===== src/rtl/bcd_operand_entry.sv =====
// bcd_operand_entry: two-digit BCD operand entry from switches/buttons,
// range-checked and handed off downstream with a valid/ready handshake.

// Per-button conditioning: capture, two-flop synchroniser, debounce, press strobe.
module bcd_btn_debounce #(
  parameter int DEBOUNCE_CYCLES = 1000000
) (
  input  logic clk,
  input  logic rst_n,
  input  logic raw,
  output logic strobe
);
  localparam int CW = $clog2(DEBOUNCE_CYCLES + 1);
  localparam logic [CW-1:0] LAST = CW'(DEBOUNCE_CYCLES - 1);

  logic [2:0]    sync;  // [0] input capture, [2] synchronised level s
  logic          s;
  logic          db;
  logic          db_q;
  logic [CW-1:0] cnt;

  assign s = sync[2];

  // Input capture followed by the two-flop synchroniser.
  always_ff @(posedge clk or negedge rst_n) begin
    if (!rst_n) sync <= '0;
    else        sync <= {sync[1:0], raw};
  end

  // Accept a new level only after s has disagreed with db for DEBOUNCE_CYCLES cycles.
  always_ff @(posedge clk or negedge rst_n) begin
    if (!rst_n) begin
      db  <= 1'b0;
      cnt <= '0;
    end else if (s == db) begin
      cnt <= '0;
    end else if (cnt == LAST) begin
      db  <= s;
      cnt <= '0;
    end else begin
      cnt <= cnt + 1'b1;
    end
  end

  // One-cycle strobe on each debounced press; releases are silent.
  always_ff @(posedge clk or negedge rst_n) begin
    if (!rst_n) begin
      db_q   <= 1'b0;
      strobe <= 1'b0;
    end else begin
      db_q   <= db;
      strobe <= db & ~db_q;
    end
  end
endmodule

module bcd_operand_entry #(
  parameter int DEBOUNCE_CYCLES = 1000000,
  parameter int MAX_VALUE       = 15
) (
  input  logic       clk,
  input  logic       rst_n,
  input  logic [3:0] digit_in,
  input  logic       btn_push,
  input  logic       btn_enter,
  input  logic       btn_clear,
  input  logic       bcd_ready,
  output logic [7:0] bcd_out,
  output logic       bcd_valid,
  output logic [7:0] entry_bcd,
  output logic [1:0] digit_count,
  output logic       err
);
  localparam int NUM_BTN = 3;
  localparam int B_PUSH  = 0;
  localparam int B_ENTER = 1;
  localparam int B_CLEAR = 2;
  localparam logic [7:0] MAXV = 8'(MAX_VALUE);

  typedef enum logic [1:0] {EMPTY, ONE, TWO, HOLD} state_t;

  logic [NUM_BTN-1:0] raw;
  logic [NUM_BTN-1:0] stb;
  state_t             state, state_nx;
  logic [7:0]         entry_nx;
  logic [7:0]         out_nx;
  logic               err_nx;
  logic [7:0]         value;
  logic               bad_digit;

  assign raw = {btn_clear, btn_enter, btn_push};

  for (genvar i = 0; i < NUM_BTN; i++) begin : g_btn
    bcd_btn_debounce #(.DEBOUNCE_CYCLES(DEBOUNCE_CYCLES)) u_db (
      .clk    (clk),
      .rst_n  (rst_n),
      .raw    (raw[i]),
      .strobe (stb[i])
    );
  end

  // Decimal value of the typed entry and digit legality.
  assign value     = 8'(entry_bcd[7:4]) * 8'd10 + 8'(entry_bcd[3:0]);
  assign bad_digit = digit_in > 4'd9;

  // Entry state, committed operand and sticky error.
  always_ff @(posedge clk or negedge rst_n) begin
    if (!rst_n) begin
      state     <= EMPTY;
      entry_bcd <= '0;
      bcd_out   <= '0;
      err       <= 1'b0;
    end else begin
      state     <= state_nx;
      entry_bcd <= entry_nx;
      bcd_out   <= out_nx;
      err       <= err_nx;
    end
  end

  // Event handling: clear beats the handshake/enter, enter beats push.
  always_comb begin
    state_nx = state;
    entry_nx = entry_bcd;
    out_nx   = bcd_out;
    err_nx   = err;
    if (stb[B_CLEAR]) begin
      state_nx = EMPTY;
      entry_nx = '0;
      err_nx   = 1'b0;
    end else if (state == HOLD) begin
      // push/enter ignored until the operand is collected
      if (bcd_ready) begin
        state_nx = EMPTY;
        entry_nx = '0;
      end
    end else if (stb[B_ENTER]) begin
      if (state != EMPTY) begin
        if (value <= MAXV) begin
          out_nx   = entry_bcd;
          state_nx = HOLD;
          err_nx   = 1'b0;
        end else begin
          err_nx = 1'b1;
        end
      end
    end else if (stb[B_PUSH]) begin
      if (bad_digit) begin
        err_nx = 1'b1;
      end else if (state == EMPTY) begin
        entry_nx = {4'h0, digit_in};
        state_nx = ONE;
      end else begin
        entry_nx = {entry_bcd[3:0], digit_in};
        state_nx = TWO;
      end
    end
  end

  // Status decode straight from the state register.
  always_comb begin
    bcd_valid = (state == HOLD);
    case (state)
      EMPTY:   digit_count = 2'd0;
      ONE:     digit_count = 2'd1;
      default: digit_count = 2'd2;
    endcase
  end
endmodule


===== config.mk =====
export PLATFORM = sky130hd
export DESIGN_NAME = bcd_operand_entry
export DESIGN_NICKNAME = d
export VERILOG_FILES = /design/src/rtl/bcd_operand_entry.sv
export SDC_FILE = /design/constraint.sdc
export NUM_CORES = 1
export LEC_CHECK = 0
export ABC_AREA = 1
export CAP_MARGIN = 20
export CORE_UTILIZATION = 35
export CTS_BUF_LIST = sky130_fd_sc_hd__clkbuf_8
export CTS_CLUSTER_SIZE = 10
export DETAILED_ROUTE_END_ITERATION = 10
export PLACE_DENSITY = 0.61
export SYNTH_ARGS = -nofsm -noshare
export SYNTH_HDL_FRONTEND = slang
export SYNTH_SLANG_ARGS = --single-unit
export TNS_END_PERCENT = 100

===== constraint.sdc =====
create_clock -name clk -period 3.75 [get_ports clk]
set_input_delay 0.375 -clock clk [delete_from_list [all_inputs] [get_ports clk]]
set_output_delay 0.375 -clock clk [all_outputs]
set_load 0.005 [all_outputs]

==> out/results.ini, run 1 <==
[hold_path]
hold_class=reg2reg

[floorplanning]
io_pins=30
start_util=0.356
die-area_um2=15200
die_w_um=123
dieHeight_um=123
row_count=44
core_um2=14500

[placement]
place_area_um2=5660
place_congestion=0.848
dp_hpwl_mm=8.09
port_buffers=29

[cells_and_area]
drive_above_1_share=0.0754
diodes=0
fin_area_um2=5890
nNetsFinal=693
fill_cells=1478
final_common_cell=nand2_1
layout_common_cells=119 x nand2_1, 97 x inv_1, 97 x dfrtp_1
area_delta_synth_final_pct=14.2

[clock_network]
cts_setup_buffers=0
clk_path_buf_depth=2
clock_sinks=97
cts_resized=0
clk_pin_slew_worst_paths_ns=0.09
cts-root-buf=clkbuf_8
cts_tree=yes
clk-insertion-delay-late_ns=0.37
cts-htree-levels=3
numCtsBuffers=9
ctsHoldBuffers=0

[timing]
finalCritPeriodShare=0.705
clock_skew_ns=0.0109
tightest_slew_ns=0.647
max_slew_margin=0.568
fin_crit_ns=2.64
setup_viol=0
final-max-slew-violation-count=0
hold_viol=0
fin_setup_tns_ns=0
fmax_mhz=378
rsz0062_at_grt=false

[logic_synthesis]
synth_top_family_by_area=simple AND/OR/NAND/NOR gates
synth_cell_type_count=37
synth_seq_cells=97
synthCells=633
synth_area_um2=5160
synth_nets=655
synth_compound_area_frac=0.0451
synth_ff_type=dfrtp_1
synthMuxAreaShare=0.00436
synthAdderAreaFrac=0.0320
synth-simple-area-share=0.330
ys_warn_count=0
synthArstFlopShare=1.00
postSynthAreaPerCell_um2=8.15
ys_seq_area_frac=0.470
synth-xor-area-share=0.0356
synth_edf_count=0

[setup_path]
setup.worst_path.end_class=register
path_class=reg2reg
critPathMaxFanout=9
arrival_ns=2.90
path_cells=ha_1 > ha_1 > fa_1 > nand2_1 > inv_1 > nand2_1 > nand2_1 > nand3_1 > nor2_4 > nand3_4 > nand2_1 > nand2_1
cp_slowest_cell=fa_1
start_kind=register
cpMostUsedCell=nand2_1
cp_data_required_time_ns=4.01
cpPeakStageDelay_ns=0.50

[power_and_ir_drop]
p_switching_w=0.000461
power_frac_seq=0.562
clockPowerShare=0.365
swShare=0.241
p_per_area_nw_per_um2=325
comb_power_share=0.073
ir_drop_mv=0.213
p_int_w=0.00146
power.leakage_nw=2.72

[route]
ant_nets=0
drc=0
dr.pass1.iters=4
wl_per_cell_um=12.5
via_count=4152
wirelength_mm=10.7
drt-vias-per-instance=4.83
drtIter0Drc=190

[run_status]
outcome=finished clean

[global_route]
grt_max_degree=83
gr-total-overflow=0
grt_pass1_wl_mm=18.5
grt_pass1_vias=4064
antenna_found_initial=0
grt.total_usage=0.155

[run]
drv_cap=0

==> layout make-up <==
class	instances	area (um^2)	share of cell area
Inverter	101	394	0.0669
Clock buffer	11	151	0.0257
Sequential cell	97	2430	0.412
Clock inverter	5	55.1	0.00934
Tap cell	184	230	0.0391
Multi-Input combinational cell	430	2310	0.392
Timing Repair Buffer	32	325	0.0552
==> stage by stage <==
stage | hold slack, ns | setup slack [ns] | std cells | utilization | total power [W]
final | 0.354 | 1.11 | 860 | 0.407 | 0.00192
after floorplan | 0.0794 | 1.36 | 633 | - | 0.00117
after global placement | 0.334 | 1.22 | 842 | 0.391 | 0.00123
after detailed placement | 0.335 | 1.12 | 842 | 0.391 | 0.00124
after CTS | 0.207 | 1.09 | 858 | 0.405 | 0.00195
after global routing | 0.362 | 0.937 | 860 | 0.407 | 0.00201
==> worst paths after layout <==
kind	to	startpoint	slack [ns]	cells past startpoint
max	bcd_out[0]	entry_bcd[7]	1.11	12
min	g_btn[0].u_db.sync[1]	g_btn[0].u_db.sync[0]	0.35	0
max reg2reg	bcd_out[0]	entry_bcd[7]	1.11	12
min reg2reg	g_btn[0].u_db.sync[1]	g_btn[0].u_db.sync[0]	0.35	0
max in group asynchronous	g_btn[0].u_db.cnt[19]	rst_n	2.58	3
min in group asynchronous	g_btn[2].u_db.cnt[12]	rst_n	0.52	2
==> routing by layer <==
layer | share of wire | track usage
met1 | 0.46 | 0.190
met2 | 0.48 | 0.257
met3 | 0.040 | 0.0457
met4 | 0.019 | 0.0595
met5 | 0 | 0
==> cells in the mapped netlist (all sizes together) (8+ instances only) <==
library cell,number,area (um^2)
a21oi,20,100
dfrtp,97,2430
ha,10,125
inv,100,378
nand2,125,484
nand3,60,323
nand4,33,213
nor2,96,422
nor3,29,178
nor3b,8,71.3
o21ai,14,77.6
xor2,18,158
==> kinds of logic (layout without fill, tap and decap cells) <==
| kind of cell | Yosys count | after routing |
|---|---|---|
| and+or+nand+nor | 353 | 353 |
| adders and majority gates | 12 | 12 |
| AOI/OAI and AO/OA | 42 | 42 |
| muxes | 2 | 2 |
| xor gates and xnor gates | 21 | 21 |
| buffers and inverters | 106 | 149 |
| DFF | 97 | 97 |
==> worst max-delay path, delay by kind of cell (launching register included) <==
family,cells,cell delay [ns]
and+or+nand+nor,8,0.89
DFF,1,0.47
buffers and inverters,1,0.13
adders and majority gates,3,1.04
==> power by group through the flow <==
stage / sequential [W] / combinational (W) / clock (W)
global route: 0.00108 / 0.000163 / 0.000770
CTS: 0.00108 / 0.000140 / 0.000737
detailed placement: 0.00110 / 0.000140 / 0
floorplan: 0.00109 / 0.0000780 / 0
finish: 0.00108 / 0.000140 / 0.000699
global placement: 0.00110 / 0.000137 / 0
==> sequential cells by signal (all words and copies together) (netlist names) <==
| signal | flops |
|---|---|
| state | 2 |
| g_btn.u_db.db | 3 |
| g_btn.u_db.strobe | 3 |
| err | 1 |
| g_btn.u_db.sync | 9 |
| entry_bcd | 8 |
| g_btn.u_db.cnt | 60 |
| g_btn.u_db.db_q | 3 |
| bcd_out | 8 |
(Power assumes the default switching activity.)
==> run 2, diff against run 1 <==
clock period = 2.7 ns   (was 3.75 ns; I/O delays follow)
==> out/results.ini, run 2 (synthesized netlist as in run 1, its figures left out) <==
[route]
drtIter0Drc=242
drt-vias-per-instance=4.84
drc=0
dr.pass1.iters=4
via_count=4186
wl_per_cell_um=12.3
ant_nets=0
wirelength_mm=10.7

[setup_path]
r2r_start=entry_bcd[5]
setup.worst_path.end_class=register
crit_end=bcd_out[1]
critPathMaxFanout=6
rrSetupSlack_ns=0.20
cp_top_family=adder cells
arrival_ns=2.82
worst_r2r_endpoint=bcd_out[1]
cpPeakStageDelay_ns=0.50
r2r_cells=12
start_kind=register
cp_slowest_cell=fa_1
cp.depth=12
path_class=reg2reg
startpoint=entry_bcd[5]
path_cells=ha_1 > ha_1 > fa_1 > nand2_1 > inv_1 > nand3_1 > nand2_1 > nand2_2 > nor2_4 > buf_4 > nand4_1 > nand2_1
cpMostUsedCell=nand2_1
path_buf_inv=2
cp_data_required_time_ns=3.02

[timing]
setup_ws_ns=0.201
clock_skew_ns=0.0136
tightest_slew_ns=0.823
max_slew_margin=0.451
final-max-slew-violation-count=0
hold_viol=0
finalCritPeriodShare=0.926
fin_crit_ns=2.50
setup_viol=0
fmax_mhz=400

[cells_and_area]
largest_register_ff_count=60
regMostFlops=g_btn.u_db.cnt
area_delta_synth_final_pct=14.2
drive_above_1_share=0.0822
nNetsFinal=698
diodes=0
layout_common_cells=119 x nand2_1, 97 x inv_1, 97 x dfrtp_1
final_common_cell=nand2_1
utilization=0.407
reg.largest.list=g_btn.u_db.cnt x60, g_btn.u_db.sync x9

[placement]
dp_hpwl_mm=8.08
post-place-ws_ns=0.199
place_congestion=0.910
port_buffers=29

[global_route]
grt_max_degree=67
grt_pass1_vias=4230
grt_pass1_wl_mm=19.1
grt.total_usage=0.160
gr-total-overflow=0
antenna_found_initial=0

[power_and_ir_drop]
power.leakage_nw=2.73
comb_power_share=0.079
clockPowerShare=0.343
p_switching_w=0.000648
p_int_w=0.00193
power_frac_seq=0.578
p_per_area_nw_per_um2=438
ir_drop_mv=0.308
swShare=0.251

[clock_network]
clk_path_buf_depth=2
clk_pin_slew_worst_paths_ns=0.09
cts-root-buf=clkbuf_8
numCtsBuffers=9
clk-insertion-delay-late_ns=0.38
cts_tree=yes
clock_sinks=97
cts_resized=0
cts-htree-levels=3

[floorplanning]
die_w_um=123
row_count=44
io_pins=30
start_util=0.356
dieHeight_um=123
die-area_um2=15200
core_um2=14500

[run]
drv_cap=0

[hold_path]
hold_class=in2reg

[run_status]
outcome=finished clean

==> run 2: worst min path at each step <==
stage | cells past startpoint | start | slack [ns] | endpoint
finish | 1 | btn_enter | 0.32 | g_btn[1].u_db.sync[0]
global route | 1 | btn_push | 0.31 | g_btn[0].u_db.sync[0]
CTS | 1 | btn_push | 0.30 | g_btn[0].u_db.sync[0]
detailed placement | 0 | g_btn[2].u_db.sync[1] | 0.34 | g_btn[2].u_db.sync[2]
global placement | 0 | g_btn[0].u_db.sync[1] | 0.33 | g_btn[0].u_db.sync[2]
floorplan | 0 | rst_n | -0.03 | bcd_out[0]
==> run 2: layout make-up <==
cell class	count	area, um^2
fillers	1423	8590
repair buffers	37	350
clock buffers	11	151
well taps	184	230
inverters	101	394
clock inverters	5	30.0
flip-flops and latches	97	2430
multi-input cells	430	2310
==> run 2: what timing repair did <==
action | in CTS | in global routing
hold buffers | 1 | 0
buffers inserted | 0 | 1
hold endpoints to repair | 19 | 0
endpoints found under the setup margin | 0 | 8
==> run 2: stage by stage <==
| stage | hold WS (ns) | total power, W | area [um^2] | TNS [ns] | instances |
|---|---|---|---|---|---|
| after global routing | 0.307 | 0.00273 | 5890 | -0.00375 | 865 |
| after CTS | 0.302 | 0.00263 | 5880 | 0 | 864 |
| after global placement | 0.335 | 0.00172 | 5690 | 0 | 847 |
| final | 0.322 | 0.00258 | 5890 | 0 | 865 |
| after detailed placement | 0.336 | 0.00172 | 5690 | 0 | 847 |
| after floorplan | -0.0256 | 0.00163 | 5160 | 0 | 633 |
==> run 2: power by group through the flow <==
stage,sequential (W),clock (W),combinational [W]
final,0.00149,0.000885,0.000203
after CTS,0.00149,0.000930,0.000205
after detailed placement,0.00152,0,0.000202
after global placement,0.00152,0,0.000198
after floorplan,0.00152,0,0.000108
after global routing,0.00150,0.000991,0.000239
==> run 2: metal layers <==
metal,up-vias,wire length (um),global-route usage
met1,1964,4820,0.194
li1,2135,-,-
met5,-,0,0
met4,0,195,0.0542
met2,72,5270,0.279
met3,15,391,0.0364
